**src/rtl/int_ctrl18_if.sv**
```systemverilog
// Core18 port-bus bundle: strobes, address and data between the CPU (master)
// and a port-mapped peripheral (slave).
interface int_ctrl18_if;
    logic        PORT_WR;
    logic        PORT_RD;
    logic [17:0] ADRS;
    logic [17:0] WDATA;
    logic [17:0] RDATA;

    modport master (output PORT_WR, output PORT_RD, output ADRS, output WDATA, input RDATA);
    modport slave  (input PORT_WR, input PORT_RD, input ADRS, input WDATA, output RDATA);
endinterface

```
**src/rtl/int_ctrl18.sv**
```systemverilog
// Fixed-priority interrupt controller feeding the Core18 VECTOR input: synchronised
// requests, per-channel pending/mask/edge-level mode, software set, registered vector.
module int_ctrl18 #(
    parameter int          N_CHAN      = 8,
    parameter logic [17:0] BASE_ADRS   = 18'o000700,
    parameter int          SYNC_STAGES = 2
) (
    input  logic              CLK,
    input  logic              RESET,
    input  logic [N_CHAN-1:0] IRQ,
    int_ctrl18_if.slave       bus,
    output logic [3:0]        VECTOR,
    output logic              ACTIVE
);

    typedef enum logic [2:0] {
        OFF_PEND = 3'd0,
        OFF_MASK = 3'd1,
        OFF_MODE = 3'd2,
        OFF_SET  = 3'd3,
        OFF_CUR  = 3'd4
    } reg_off_e;

    logic [SYNC_STAGES-1:0][N_CHAN-1:0] sync_q;
    logic [N_CHAN-1:0] edge_q, pend_q, mask_q, mode_q;
    logic [N_CHAN-1:0] pend_d, mask_d, mode_d;
    logic [3:0]        vector_q, vector_d;
    logic              active_q, active_d;

    logic [N_CHAN-1:0] sync_s, rise, set_bits, clr_bits, req, wr_bits;
    logic [17:0]       offset;
    logic              hit;
    reg_off_e          sel;
    logic              unused_wdata;

    // Subtracting the base lets one unsigned compare cover the 5-word window.
    assign offset   = bus.ADRS - BASE_ADRS;
    assign hit      = (offset < 18'd5);
    assign sel      = reg_off_e'(offset[2:0]);
    assign wr_bits  = bus.WDATA[N_CHAN-1:0];
    assign set_bits = (bus.PORT_WR && hit && sel == OFF_SET)  ? wr_bits : '0;
    assign clr_bits = (bus.PORT_WR && hit && sel == OFF_PEND) ? wr_bits : '0;
    assign sync_s   = sync_q[SYNC_STAGES-1];
    assign rise     = sync_s & ~edge_q;
    assign req      = pend_q & mask_q;
    assign unused_wdata = ^bus.WDATA;

    always_comb begin
        // NOTE: every always_comb output gets a default first so no path can infer a latch.
        pend_d   = pend_q;
        mask_d   = mask_q;
        mode_d   = mode_q;
        vector_d = 4'd0;
        for (int i = 0; i < N_CHAN; i++) begin
            if (mode_q[i])
                pend_d[i] = rise[i] | set_bits[i] | (pend_q[i] & ~clr_bits[i]);
            else
                pend_d[i] = sync_s[i] | set_bits[i];
        end
        if (bus.PORT_WR && hit && sel == OFF_MASK) mask_d = wr_bits;
        if (bus.PORT_WR && hit && sel == OFF_MODE) mode_d = wr_bits;
        // Scan downwards so the lowest requesting channel is the last to assign.
        for (int i = N_CHAN - 1; i >= 0; i--) begin
            if (req[i]) vector_d = 4'(i + 1);
        end
        active_d = |req;
    end

    always_ff @(posedge CLK or posedge RESET) begin
        // NOTE: sequential state uses non-blocking assignments so every flop samples pre-edge values.
        if (RESET) begin
            sync_q   <= '0;
            edge_q   <= '0;
            pend_q   <= '0;
            mask_q   <= '0;
            mode_q   <= '0;
            vector_q <= 4'd0;
            active_q <= 1'b0;
        end else begin
            if (SYNC_STAGES > 1)
                sync_q <= {sync_q[SYNC_STAGES-2:0], IRQ};
            else
                sync_q <= IRQ;
            edge_q   <= sync_s;
            pend_q   <= pend_d;
            mask_q   <= mask_d;
            mode_q   <= mode_d;
            vector_q <= vector_d;
            active_q <= active_d;
        end
    end

    always_comb begin
        bus.RDATA = 18'd0;
        if (bus.PORT_RD && hit) begin
            case (sel)
                OFF_PEND: bus.RDATA = 18'(pend_q);
                OFF_MASK: bus.RDATA = 18'(mask_q);
                OFF_MODE: bus.RDATA = 18'(mode_q);
                OFF_CUR:  bus.RDATA = 18'(vector_q);
                default:  bus.RDATA = 18'd0;
            endcase
        end
    end

    assign VECTOR = vector_q;
    assign ACTIVE = active_q;

endmodule
```
**src/flat_wrapper.sv**
```systemverilog
// flat-port wrapper written by rule: the top's interface ports become plain ports
module int_ctrl18_flat 
#(
    parameter int          N_CHAN      = 8,
    parameter logic [17:0] BASE_ADRS   = 18'o000700,
    parameter int          SYNC_STAGES = 2
)
  (CLK, RESET, IRQ, VECTOR, ACTIVE, bus_PORT_WR, bus_PORT_RD, bus_ADRS, bus_WDATA, bus_RDATA);
  int_ctrl18_if bus_i ();
  input  logic CLK;
  input  logic RESET;
  input  logic [N_CHAN-1:0] IRQ;
  output logic [3:0] VECTOR;
  output logic ACTIVE;
  input wire logic [$bits(bus_i.PORT_WR)-1:0] bus_PORT_WR;
  input wire logic [$bits(bus_i.PORT_RD)-1:0] bus_PORT_RD;
  input wire logic [$bits(bus_i.ADRS)-1:0] bus_ADRS;
  input wire logic [$bits(bus_i.WDATA)-1:0] bus_WDATA;
  output wire logic [$bits(bus_i.RDATA)-1:0] bus_RDATA;
  assign bus_i.PORT_WR = bus_PORT_WR;
  assign bus_i.PORT_RD = bus_PORT_RD;
  assign bus_i.ADRS = bus_ADRS;
  assign bus_i.WDATA = bus_WDATA;
  assign bus_RDATA = bus_i.RDATA;
  int_ctrl18 #(.N_CHAN(N_CHAN), .BASE_ADRS(BASE_ADRS), .SYNC_STAGES(SYNC_STAGES)) u_core (.CLK(CLK), .RESET(RESET), .IRQ(IRQ), .bus(bus_i), .VECTOR(VECTOR), .ACTIVE(ACTIVE));
endmodule
```
**config.mk**
```make
export PLATFORM = sky130hd
export DESIGN_NAME = int_ctrl18_flat
export DESIGN_NICKNAME = d
export VERILOG_FILES = /design/src/rtl/int_ctrl18_if.sv /design/src/rtl/int_ctrl18.sv /design/src/flat_wrapper.sv
export SDC_FILE = /design/constraint.sdc
export NUM_CORES = 1
export LEC_CHECK = 0
export ABC_AREA = 1
export BUFFER_PORTS_ARGS = -buffer_cell sky130_fd_sc_hd__buf_2
export CORE_ASPECT_RATIO = 0.7
export CORE_UTILIZATION = 47
export CTS_CLUSTER_DIAMETER = 150
export CTS_CLUSTER_SIZE = 28
export DETAILED_ROUTE_END_ITERATION = 16
export GPL_ROUTABILITY_DRIVEN = 1
export PLACE_DENSITY = 0.76
export REMOVE_ABC_BUFFERS = 1
export SYNTH_ARGS = -nofsm -noshare
export SYNTH_HDL_FRONTEND = slang
export SYNTH_SLANG_ARGS = --single-unit
```
**constraint.sdc**
```tcl
create_clock -name CLK -period 1.4 [get_ports CLK]
set_input_delay 0.07 -clock CLK [delete_from_list [all_inputs] [get_ports CLK]]
set_output_delay 0.07 -clock CLK [all_outputs]
set_load 0.005 [all_outputs]
```
# After elaboration in Yosys (flattened, before gate mapping)
# Index checks and enable logic that the tools add are counted.
# word_totals
reg_bits	53
in_bits	48
word_cells	85
# classes
n_addsub	1
n_lt_le_gt_ge	1
eq_ne	4
mux	20
bitwise_logic	43
n_reduce_logical	8
# ops
op	count
4-bit two-way mux	8
8-bit one-hot mux with 4 select lines	1
1-bit OR	24
18-bit by 3-bit less-than comparator with 1-bit output (second input constant)	1
18-bit two-way mux	1
18-bit by 9-bit subtractor with 18-bit output (second input constant)	1
8-bit AND	2
8-bit two-way mux	2
1-bit AND	8
1-bit two-way mux	8
1-bit NOT	8
8-bit NOT	1
8-bit OR reduction	1
3-bit by 2-bit == test with 1-bit output (second input constant)	2
1-bit logical AND	6
3-bit by 1-bit == test with 1-bit output (second input constant)	1
3-bit == test (second input constant)	1
3-bit zero test	1

# Longest topological paths before layout
# Gate-level depths: netlist (run 1).
# depth
word_depth	9
mapped_depth	11
ltp_nobuf	11

# Worst setup path before layout (run 1)
# No wires, ideal clock.
# synth_timing
kind	input to register
from	in bus_ADRS[16]
to	reg u_core.mode_q[0]
setup_time_ps	118
arrival_ps	1059
required_ps	1282
setup_slack_ps	223
stages	9
cell_sequence	nor2_1 -> nand4_1 -> nor2_8 -> nand2_4 -> inv_4 -> nand2_4 -> buf_6 -> nand2_1 -> o21ai_2
# synth_between
elab_chain_len	4
# synth_lines
item	line	rtl
from (decl)	flat_wrapper.sv:17	input wire logic [$bits(bus_i.ADRS)-1:0] bus_ADRS;
18-bit by 9-bit subtractor with 18-bit output	int_ctrl18.sv:37	assign offset = bus.ADRS - BASE_ADRS;
18-bit by 3-bit less-than comparator with 1-bit output	int_ctrl18.sv:38	assign hit = (offset < 18'd5);
1-bit logical AND (2 in a row)	int_ctrl18.sv:61	if (bus.PORT_WR && hit && sel == OFF_MODE) mode_d = wr_bits;
to (signal assigned)	int_ctrl18.sv:87	mode_q <= mode_d;
to (decl)	int_ctrl18.sv:25	logic [N_CHAN-1:0] edge_q, pend_q, mask_q, mode_q;
# Every way passes these cells.
# A chain may end at the register's enable or synchronous reset.

# Final worst setup path (run 1)
# layout_timing
from	in bus_ADRS[17]
to	out bus_RDATA[7]
# layout_between
elab_chain_len	4
# layout_lines
item	line	rtl
18-bit by 9-bit subtractor with 18-bit output	int_ctrl18.sv:37	
18-bit by 3-bit less-than comparator with 1-bit output	int_ctrl18.sv:38	
1-bit logical AND	int_ctrl18.sv:95	if (bus.PORT_RD && hit) begin
18-bit two-way mux	int_ctrl18.sv:95	
to (decl)	flat_wrapper.sv:19	output wire logic [$bits(bus_i.RDATA)-1:0] bus_RDATA;
# Every way passes these cells.

==> results of run 1 <==
cells in the mapped netlist, drive strengths merged:
cell type	instances	area [µm²]
nand2	128	508.0
nand3	7	47.55
o21ai	20	160.2
clkinv	1	3.750
nor2	12	68.82
nand4	10	68.81
dfrtp	53	1326
inv	46	175.2
nor3	1	10.01
nor4	1	6.260
buf	14	107.6
a31oi	9	56.30
conb	1	3.750
metrics by stage:
step / utilization / hold WS [ns] / instances
finish: 0.6243 / 0.05814 / 446
global route: 0.6243 / 0.04616 / 446
CTS: 0.6173 / 0.05216 / 443
detailed placement: 0.5805 / 0.1366 / 426
global placement: 0.5805 / 0.1348 / 426
floorplan: - / 0.1014 / 298
flip-flops by register name (all words and copies together) (netlist names):
register	count
u_core.VECTOR	4
u_core.mask_q	8
u_core.mode_q	8
u_core.sync_q	8
u_core.sync_s	8
u_core.ACTIVE	1
u_core.edge_q	8
u_core.pend_q	8
kinds of logic (layout without fill, tap and decap cells):
kind of cell,after synthesis,after routing,synth area share
buf+inv,61,126,0.1127
flops,53,53,0.5217
other cells,1,10,0.001475
compound gates,29,29,0.08513
simple gates,159,159,0.2790
worst max-delay path, stage by stage:
cell	delay, ns
buf_2	0.09
inv_1	0.04
nand2_1	0.04
nor2_1	0.16
nand3_4	0.12
nor2_8	0.12
nand4_2	0.11
buf_12	0.17
a31oi_2	0.18
buf_2	0.15
power groups by stage:
| stage | Sequential [mW] | Clock [mW] | Combinational [mW] |
|---|---|---|---|
| floorplan | 1.62 | 0 | 0.110 |
| global placement | 1.63 | 0 | 0.212 |
| detailed placement | 1.63 | 0 | 0.217 |
| CTS | 1.60 | 0.923 | 0.237 |
| global route | 1.61 | 1.01 | 0.267 |
| finish | 1.60 | 0.899 | 0.236 |
area by class of cell:
| class | instances | area share |
|---|---|---|
| multi-input cells | 198 | 0.3131 |
| repair buffers | 71 | 0.1461 |
| flip-flops and latches | 53 | 0.4255 |
| clock inverters | 3 | 0.008029 |
| well taps | 69 | 0.02770 |
| inverters | 47 | 0.05741 |
| clock buffers | 5 | 0.02208 |
worst max-delay path by stage:
stage / start / endpoint / slack (ns) / cells after the start
after detailed placement: bus_ADRS[16] / u_core.pend_q[7] / -0.03 / 11
after floorplan: RESET / u_core.ACTIVE / 0.04 / 1
after CTS: u_core.mode_q[0] / bus_RDATA[0] / 0.02 / 5
after global routing: u_core.mode_q[2] / bus_RDATA[2] / -0.03 / 5
final: bus_ADRS[17] / bus_RDATA[7] / 0.07 / 10
after global placement: bus_ADRS[16] / u_core.pend_q[5] / 0.03 / 11
what timing repair did:
action / CTS / global route
buffers inserted: 0 / 3
setup endpoints to repair: 0 / 8
hold buffers: 9 / 0
gates resized for setup: 0 / 5
endpoints found under the hold margin: 61 / 0
layout by cell type (no fill, tap or decap), types with 6 or more instances in the layout:
master,Yosys,final
a31oi_1,9,7
buf_2,2,50
buf_4,10,10
conb_1,1,10
dfrtp_1,53,53
dlygate4sd3_1,0,9
inv_1,43,42
nand2_1,123,123
nand3_1,6,6
nand4_1,9,9
nor2_1,10,10
o21ai_2,16,16
metal layers:
| metal | global-route usage | up-vias | wire length [µm] |
|---|---|---|---|
| li1 | - | 1063 | - |
| met1 | 0.2761 | 991 | 2547 |
| met2 | 0.3298 | 75 | 2512 |
| met3 | 0.07005 | 2 | 435 |
| met4 | 0.04032 | 0 | 17 |
| met5 | 0 | - | 0 |
==> results.sh, run 1 <==
export IMPL_irDropWorstVdd_uv=712.8
export IMPL_vias=2131
export IMPL_ys_types=24
export IMPL_io_buffers=50
export IMPL_drt_pass1_iterations=4
export IMPL_insertion_delay_ns=0.31
export IMPL_synth_cells=303
export IMPL_maxSlewViolCount=0
export IMPL_cp_arrival_ns=1.26
export IMPL_r2r_slack_ns=0.33
export IMPL_fin_crit_sh=0.9465
export IMPL_p_total_mw=2.736
export IMPL_cts_buffer_depth=2
export IMPL_die_w_um=89.91
export IMPL_max_freq_mhz=754.7
export IMPL_layout_setup_ws_ns=0.07495
export IMPL_skew_ns=0.01063
export IMPL_dp_slack_ns=-0.03077
export IMPL_ff_latch_area_mm2=0.001326
export IMPL_fin_crit_ns=1.325
export IMPL_pwr_share_seq=0.585
export IMPL_rr_startpoint="u_core.pend_q[1]"
export IMPL_grt_pass1_wl_um=9142
export IMPL_r2r_end="u_core.VECTOR[3]"
export IMPL_place_hpwl_um=3876
export IMPL_min_from="bus_WDATA[3]"
export IMPL_design_area_mm2=0.003117
export IMPL_path_class="in -> out"
export IMPL_wl_per_cell_um=12.36
export IMPL_die_height_um=63.54
export IMPL_p_sw_mw=0.6967
export IMPL_drc=0
export IMPL_required_ns=1.33
export IMPL_via_per_inst=4.778
export IMPL_dieArea_mm2=0.005712
export IMPL_grt_pass1_vias=1959
export IMPL_status="finished, final reports clean"
export IMPL_swShare=0.2547
export IMPL_fill_cells=435
export IMPL_synth_seq_cells=53
export IMPL_cts_buffers=5
export IMPL_setup_violations=0
export IMPL_area_delta_synth_final_pct=22.59
export IMPL_seq_area_frac_synth=0.5217
export IMPL_drive_gt1_frac=0.2706
export IMPL_clkSinkCount=53
export IMPL_clockPowerShare=0.329
export IMPL_clk_pin_slew_worst_paths_ns=0.11
export IMPL_rsz0062_at_grt="yes"
export IMPL_ant_nets=0
export IMPL_fin_nets=424
export IMPL_power_leakage_nw=1.701
export IMPL_hold_viol=0
export IMPL_end_kind="output port"
export IMPL_grt_use_total=0.2064
export IMPL_multiInputGateArea_um2=975.9
export IMPL_holdPathEnd="u_core.mode_q[3]"
export IMPL_cts_tree="yes"
export IMPL_root_buffer="clkbuf_8"
export IMPL_htreeDepth=2
export IMPL_power_density_mw_per_mm2=877.7
export IMPL_insertedDiodeCount=0
export IMPL_netlist_area_mm2=0.002542
export IMPL_drv_cap=0
export IMPL_grt_start_max_net_pins=54
export IMPL_core_mm2=0.004992
export IMPL_yosysWarnings=0
export IMPL_reg2reg_depth=5
export IMPL_min_path_cells=3
export IMPL_fin_tns_setup_ns=0
export IMPL_placed_area_mm2=0.002898
export IMPL_antenna_found_initial=0
export IMPL_syn_area_per_cell_um2=8.391
export IMPL_routed_wl_um=5512
export IMPL_min_path_type="in -> reg"
export IMPL_crit_fanout=8
export IMPL_gp_congestion=0.8441
export IMPL_overflow=0
export IMPL_drtIter0Drc=204
export IMPL_pin_count=71
export IMPL_row_count=21
export IMPL_p_int_mw=2.039
export IMPL_start_util=0.5093
export IMPL_cp_start_kind="input pin"
export IMPL_p_comb_frac=0.086
Power figures use the tool's default switching activity.
==> run 2: changes to the inputs <==
- CORE_MARGIN: not set -> 2
==> results.sh, run 2 (synthesis results as in run 1) <==
export IMPL_area_delta_synth_final_pct=24.46
export IMPL_clkSinkCount=53
export IMPL_fin_nets=428
export IMPL_pin_count=71
export IMPL_row_count=22
export IMPL_p_int_mw=2.266
export IMPL_wl_per_cell_um=12.46
export IMPL_htreeDepth=2
export IMPL_io_buffers=50
export IMPL_path_class="reg -> out"
export IMPL_grt_use_total=0.1973
export IMPL_power_leakage_nw=1.722
export IMPL_rsz0062_at_grt="yes"
export IMPL_routed_wl_um=5646
export IMPL_drtIter0Drc=249
export IMPL_gp_congestion=0.8387
export IMPL_drive_gt1_frac=0.2808
export IMPL_p_comb_frac=0.086
export IMPL_mostFrequentLayoutCells="nand2_1, dfrtp_1, buf_2"
export IMPL_vias=2120
export IMPL_crit_fanout=3
export IMPL_pwr_share_seq=0.547
export IMPL_die_height_um=65.54
export IMPL_root_buffer="clkbuf_8"
export IMPL_max_freq_mhz=736.1
export IMPL_core_mm2=0.005230
export IMPL_insertedDiodeCount=0
export IMPL_fin_crit_sh=0.9703
export IMPL_grt_pass1_vias=1993
export IMPL_fin_crit_ns=1.358
export IMPL_grt_pass1_wl_um=9135
export IMPL_irDropWorstVdd_uv=759.4
export IMPL_end_kind="output port"
export IMPL_fill_cells=462
export IMPL_dp_cells=435
export IMPL_skew_ns=0.006594
export IMPL_cp_start_kind="flop"
export IMPL_insertion_delay_ns=0.31
export IMPL_overflow=0
export IMPL_crit_chain="inv_2 > o21ai_1 > inv_1 > a31oi_2 > buf_2"
export IMPL_antenna_found_initial=0
export IMPL_required_ns=1.33
export IMPL_cts_buffer_depth=2
export IMPL_dieArea_mm2=0.006023
export IMPL_drc=0
export IMPL_placed_area_mm2=0.002934
export IMPL_maxSlewViolCount=0
export IMPL_drt_pass1_iterations=4
export IMPL_cts_buffers=5
export IMPL_ant_nets=0
export IMPL_fin_cells=453
export IMPL_min_path_type="in -> reg"
export IMPL_holdWs_ns=0.06245
export IMPL_cp_arrival_ns=1.29
export IMPL_p_sw_mw=0.6591
export IMPL_place_hpwl_um=4125
export IMPL_status="finished, final reports clean"
export IMPL_hold_viol=0
export IMPL_clockPowerShare=0.367
export IMPL_power_density_mw_per_mm2=924.4
export IMPL_design_area_mm2=0.003164
export IMPL_start_util=0.4861
export IMPL_clk_pin_slew_worst_paths_ns=0.09
export IMPL_cp_slowest_cell="dfrtp_1"
export IMPL_grt_start_max_net_pins=21
export IMPL_setup_violations=0
export IMPL_die_w_um=91.91
export IMPL_finish_utilization=0.6050
export IMPL_via_per_inst=4.680
export IMPL_cts_tree="yes"
export IMPL_critPathBufInv=3
export IMPL_swShare=0.2253
export IMPL_cp_top_family="flip-flops"
export IMPL_max_stage_delay_ns=0.40
export IMPL_layout_commonest_cell="nand2_1"
export IMPL_drv_cap=0
run 2: layer usage:
metal,up-vias,wire length (µm),track usage
met4,0,85,0.07090
met1,978,2604,0.2699
met5,-,0,0
met3,9,352,0.04014
met2,67,2604,0.3162
li1,1066,-,-
run 2: per-stage QoR:
stage / setup WS [ns] / power, mW / TNS (ns)
2_1_floorplan: 0.04377 / 1.734 / 0
3_3_place_gp: 0.02638 / 1.852 / 0
3_5_place_dp: -0.02640 / 1.861 / -0.05342
4_1_cts: 0.04126 / 2.945 / 0
5_1_grt: -0.02593 / 3.056 / -0.02967
6_report: 0.04155 / 2.925 / 0
run 2: final cells by class:
type	count	area, µm²	area share
sequential	53	1326	0.4191
multi-input combinational	198	975.9	0.3084
timing repair buffer	75	473.0	0.1495
inverter	47	182.7	0.05773
tap	72	90.09	0.02847
clock buffer	7	86.33	0.02728
clock inverter	1	30.03	0.009490
run 2: power groups by stage:
stage               sequential (mW)  clock, mW  combinational [mW]
floorplan                      1.62          0               0.110
global placement               1.63          0               0.223
detailed placement             1.63          0               0.229
CTS                            1.60       1.10               0.249
global route                   1.61       1.16               0.285
finish                         1.60       1.07               0.251
run 2: what timing repair did:
item	in CTS	in global routing
setup endpoints to repair	0	6
gates resized for setup	0	9
buffers inserted	0	1
endpoints found under the hold margin	25	0
hold buffers	9	0
run 2: path summary, 6_finish.rpt:
check | from | endpoint | slack, ns | cells past startpoint
min in group asynchronous | RESET | u_core.mask_q[4] | 0.30 | 3
min reg2reg | u_core.sync_q[7] | u_core.sync_s[7] | 0.35 | 0
max in group asynchronous | RESET | u_core.mode_q[3] | 0.62 | 4
min | bus_WDATA[5] | u_core.mode_q[5] | 0.06 | 3
max | u_core.mode_q[3] | bus_RDATA[3] | 0.04 | 5
max reg2reg | u_core.pend_q[1] | u_core.VECTOR[3] | 0.32 | 5
run 2: worst register-to-register path: cells and delay by family (launching register included):
family / cells / cell delay [ns]
flip-flops: 1 / 0.41
buffers and inverters: 1 / 0.07
AND/OR/NAND/NOR: 4 / 0.50
==> run 3: changes to the inputs <==
- ABC_AREA: 1 -> not set
- BUFFER_PORTS_ARGS: -buffer_cell sky130_fd_sc_hd__buf_2 -> -buffer_cell sky130_fd_sc_hd__clkbuf_2
- CORE_UTILIZATION: 47 -> 46
- PLACE_DENSITY: 0.76 -> 0.75
==> results.sh, run 3 <==
export IMPL_routed_wl_um=5352
export IMPL_critPathBufInv=4
export IMPL_antenna_found_initial=0
export IMPL_cp_start_kind="input pin"
export IMPL_status="finished, violations left"
export IMPL_drtIter0Drc=91
export IMPL_drv_cap=0
export IMPL_rsz0062_at_grt="yes"
export IMPL_place_hpwl_um=3627
export IMPL_skew_ns=0.005521
export IMPL_fin_crit_ns=1.709
export IMPL_insertedDiodeCount=0
export IMPL_ant_nets=0
export IMPL_p_total_mw=2.659
export IMPL_grt_pass1_wl_um=8776
export IMPL_wl_per_cell_um=16.12
export IMPL_yosysWarnings=0
export IMPL_p_comb_frac=0.087
export IMPL_mostFrequentLayoutCells="dfrtp_1, clkbuf_2, nand2_1"
export IMPL_setup_violations=32
export IMPL_root_buffer="clkbuf_8"
export IMPL_min_path_cells=2
export IMPL_crit_fanout=7
export IMPL_syn_area_per_cell_um2=12.35
export IMPL_grt_start_max_net_pins=54
export IMPL_overflow=0
export IMPL_irDropWorstVdd_uv=580.2
export IMPL_power_leakage_nw=1.443
export IMPL_insertion_delay_ns=0.31
export IMPL_pin_count=71
export IMPL_grt_pass1_vias=1781
export IMPL_drt_pass1_iterations=4
export IMPL_synth_seq_cells=53
export IMPL_htreeDepth=2
export IMPL_die_height_um=63.77
export IMPL_swShare=0.2367
export IMPL_synth_fa_ha_area_frac=0
export IMPL_synth_cells=190
export IMPL_rr_startpoint="u_core.pend_q[5]"
export IMPL_drive_gt1_frac=0.3916
export IMPL_layout_commonest_cell="dfrtp_1"
export IMPL_fin_cells=332
export IMPL_synth_compound_area_frac=0.1514
export IMPL_p_int_mw=2.030
export IMPL_clkSinkCount=53
export IMPL_dp_slack_ns=-0.4466
export IMPL_netlist_top_cells_count="dfrtp_1, nand2_1, mux2_2"
export IMPL_core_mm2=0.004835
export IMPL_synth_xor_area_frac=0
export IMPL_hold_viol=0
export IMPL_power_density_mw_per_mm2=893.8
export IMPL_area_delta_synth_final_pct=26.76
export IMPL_r2r_end="u_core.VECTOR[0]"
export IMPL_yosysTopAreaCell="dfrtp_1"
export IMPL_via_per_inst=5.398
export IMPL_setup_worst_path_start="bus_ADRS[12]"
export IMPL_min_path_type="in -> reg"
export IMPL_holdPathEnd="u_core.pend_q[7]"
export IMPL_die_w_um=89.38
export IMPL_clk_pin_slew_worst_paths_ns=0.09
export IMPL_vias=1792
export IMPL_io_buffers=50
export IMPL_synth_top_family_by_area="compound AO/OA/AOI/OAI gates"
export IMPL_violations="negative setup slack"
export IMPL_ys_top_cells_by_area="dfrtp_1, mux2_2, buf_4"
export IMPL_path_class="in -> out"
export IMPL_cp_slowest_cell="or4_4"
export IMPL_fill_cells=433
export IMPL_max_stage_delay_ns=0.54
export IMPL_synth_simple_area_share=0.1130
export IMPL_yosysMostFrequentCell="dfrtp_1"
export IMPL_max_freq_mhz=585.0
export IMPL_fin_crit_sh=1.221
export IMPL_end_kind="output port"
export IMPL_crit_chain="clkbuf_2 > or4_4 > nor3_4 > buf_6 > o2111ai_4 > buf_6 > nor2_4 > clkbuf_2"
export IMPL_fin_nets=310
export IMPL_dieArea_mm2=0.005699
export IMPL_synth_edf_count=0
export IMPL_cp_arrival_ns=1.64
export IMPL_reg2reg_depth=4
export IMPL_grt_use_total=0.2059
export IMPL_row_count=21
export IMPL_clockPowerShare=0.312
export IMPL_yosysTopAreaCellShare=0.5650
export IMPL_netlist_area_mm2=0.002347
export IMPL_synthMuxAreaShare=0.1109
export IMPL_r2r_slack_ns=0.16
export IMPL_p_sw_mw=0.6294
export IMPL_pwr_share_seq=0.601
export IMPL_cp_top_family="simple AND/OR/NAND/NOR gates"
export IMPL_synth_top_flop_cell="dfrtp_1"
export IMPL_seq_area_frac_synth=0.5650
export IMPL_gp_congestion=0.7742
export IMPL_cts_buffer_depth=2
export IMPL_dp_cells=313
export IMPL_maxSlewViolCount=0
export IMPL_start_util=0.4855
export IMPL_layout_setup_ws_ns=-0.3093
export IMPL_async_reset_ff_frac=1.000
export IMPL_cts_tree="yes"
export IMPL_cts_buffers=5
export IMPL_drc=0
export IMPL_required_ns=1.33
export IMPL_min_from="bus_WDATA[7]"
export IMPL_ys_types=33
-- run 3: cell types whose count changed in the layout (fill, tap and decap cells not counted), sizes merged, moves of 8 or more --
| cell | before | now |
|---|---|---|
| a21oi | 0 | 9 |
| buf | 66 | 20 |
| mux2 | 0 | 16 |
| clkbuf | 7 | 51 |
| nand4 | 10 | 0 |
| mux2i | 0 | 8 |
| a31oi | 9 | 1 |
| inv | 46 | 2 |
| a211o | 0 | 8 |
| o21ai | 20 | 0 |
| nand2 | 128 | 17 |
| a41oi | 0 | 8 |
| a21boi | 0 | 8 |
-- run 3: kinds of logic (layout without fill, tap and decap cells) --
kind of cell / Yosys count / in the layout
AOI/OAI and AO/OA: 44 / 44
buffers and inverters: 20 / 84
DFF: 53 / 53
muxes: 24 / 24
other: 1 / 10
and+or+nand+nor: 48 / 48
-- run 3: power groups by stage --
stage                     registers [mW]  clock network (mW)  logic [mW]
after floorplan                     1.62                   0      0.0850
after global placement              1.63                   0       0.201
after detailed placement            1.63                   0       0.203
after CTS                           1.60               0.849       0.227
after global routing                1.60               0.924       0.258
final                               1.60               0.829       0.233
-- run 3: worst max path at each step --
stage,end,slack (ns),cells past startpoint
final,bus_RDATA[0],-0.31,8
after global routing,bus_RDATA[3],-0.34,8
after CTS,bus_RDATA[5],-0.32,7
after detailed placement,bus_RDATA[4],-0.45,7
after global placement,bus_RDATA[4],-0.38,7
after floorplan,u_core.mask_q[0],-0.65,4
-- run 3: per-stage QoR --
step / instance area (µm²) / util / hold slack (ns) / TNS, ns
6_report: 2975 / 0.6154 / 0.01938 / -4.165
3_5_place_dp: 2699 / 0.5582 / 0.1266 / -12.87
4_1_cts: 2915 / 0.6030 / 0.01135 / -4.232
2_1_floorplan: 2252 / - / 0.1014 / -13.82
5_1_grt: 2975 / 0.6154 / 0.02463 / -5.332
3_3_place_gp: 2699 / 0.5582 / 0.1206 / -10.16
-- run 3: layout make-up --
type                       count  area, µm²  share of cell area
sequential                    53       1326              0.4458
multi-input combinational    126      999.7              0.3360
timing repair buffer          74      473.0              0.1590
tap                           69      86.33             0.02902
clock buffer                   6      72.57             0.02439
clock inverter                 2      10.01            0.003364
inverter                       2      7.507            0.002523
-- run 3: repair_timing --
item / in CTS / in global routing
hold buffers: 9 / 0
hold endpoints to repair: 61 / 0
setup endpoints to repair: 32 / 32
setup buffers: 1 / 2
pin swaps: 7 / 5
gates resized for setup: 9 / 19
-- run 3: per-layer routing --
metal | GRT usage | wire [µm] | up-vias
li1 | - | - | 821
met5 | 0 | 0 | -
met2 | 0.3324 | 2503 | 68
met3 | 0.05556 | 395 | 0
met1 | 0.2855 | 2453 | 903
met4 | 0.03358 | 0 | 0
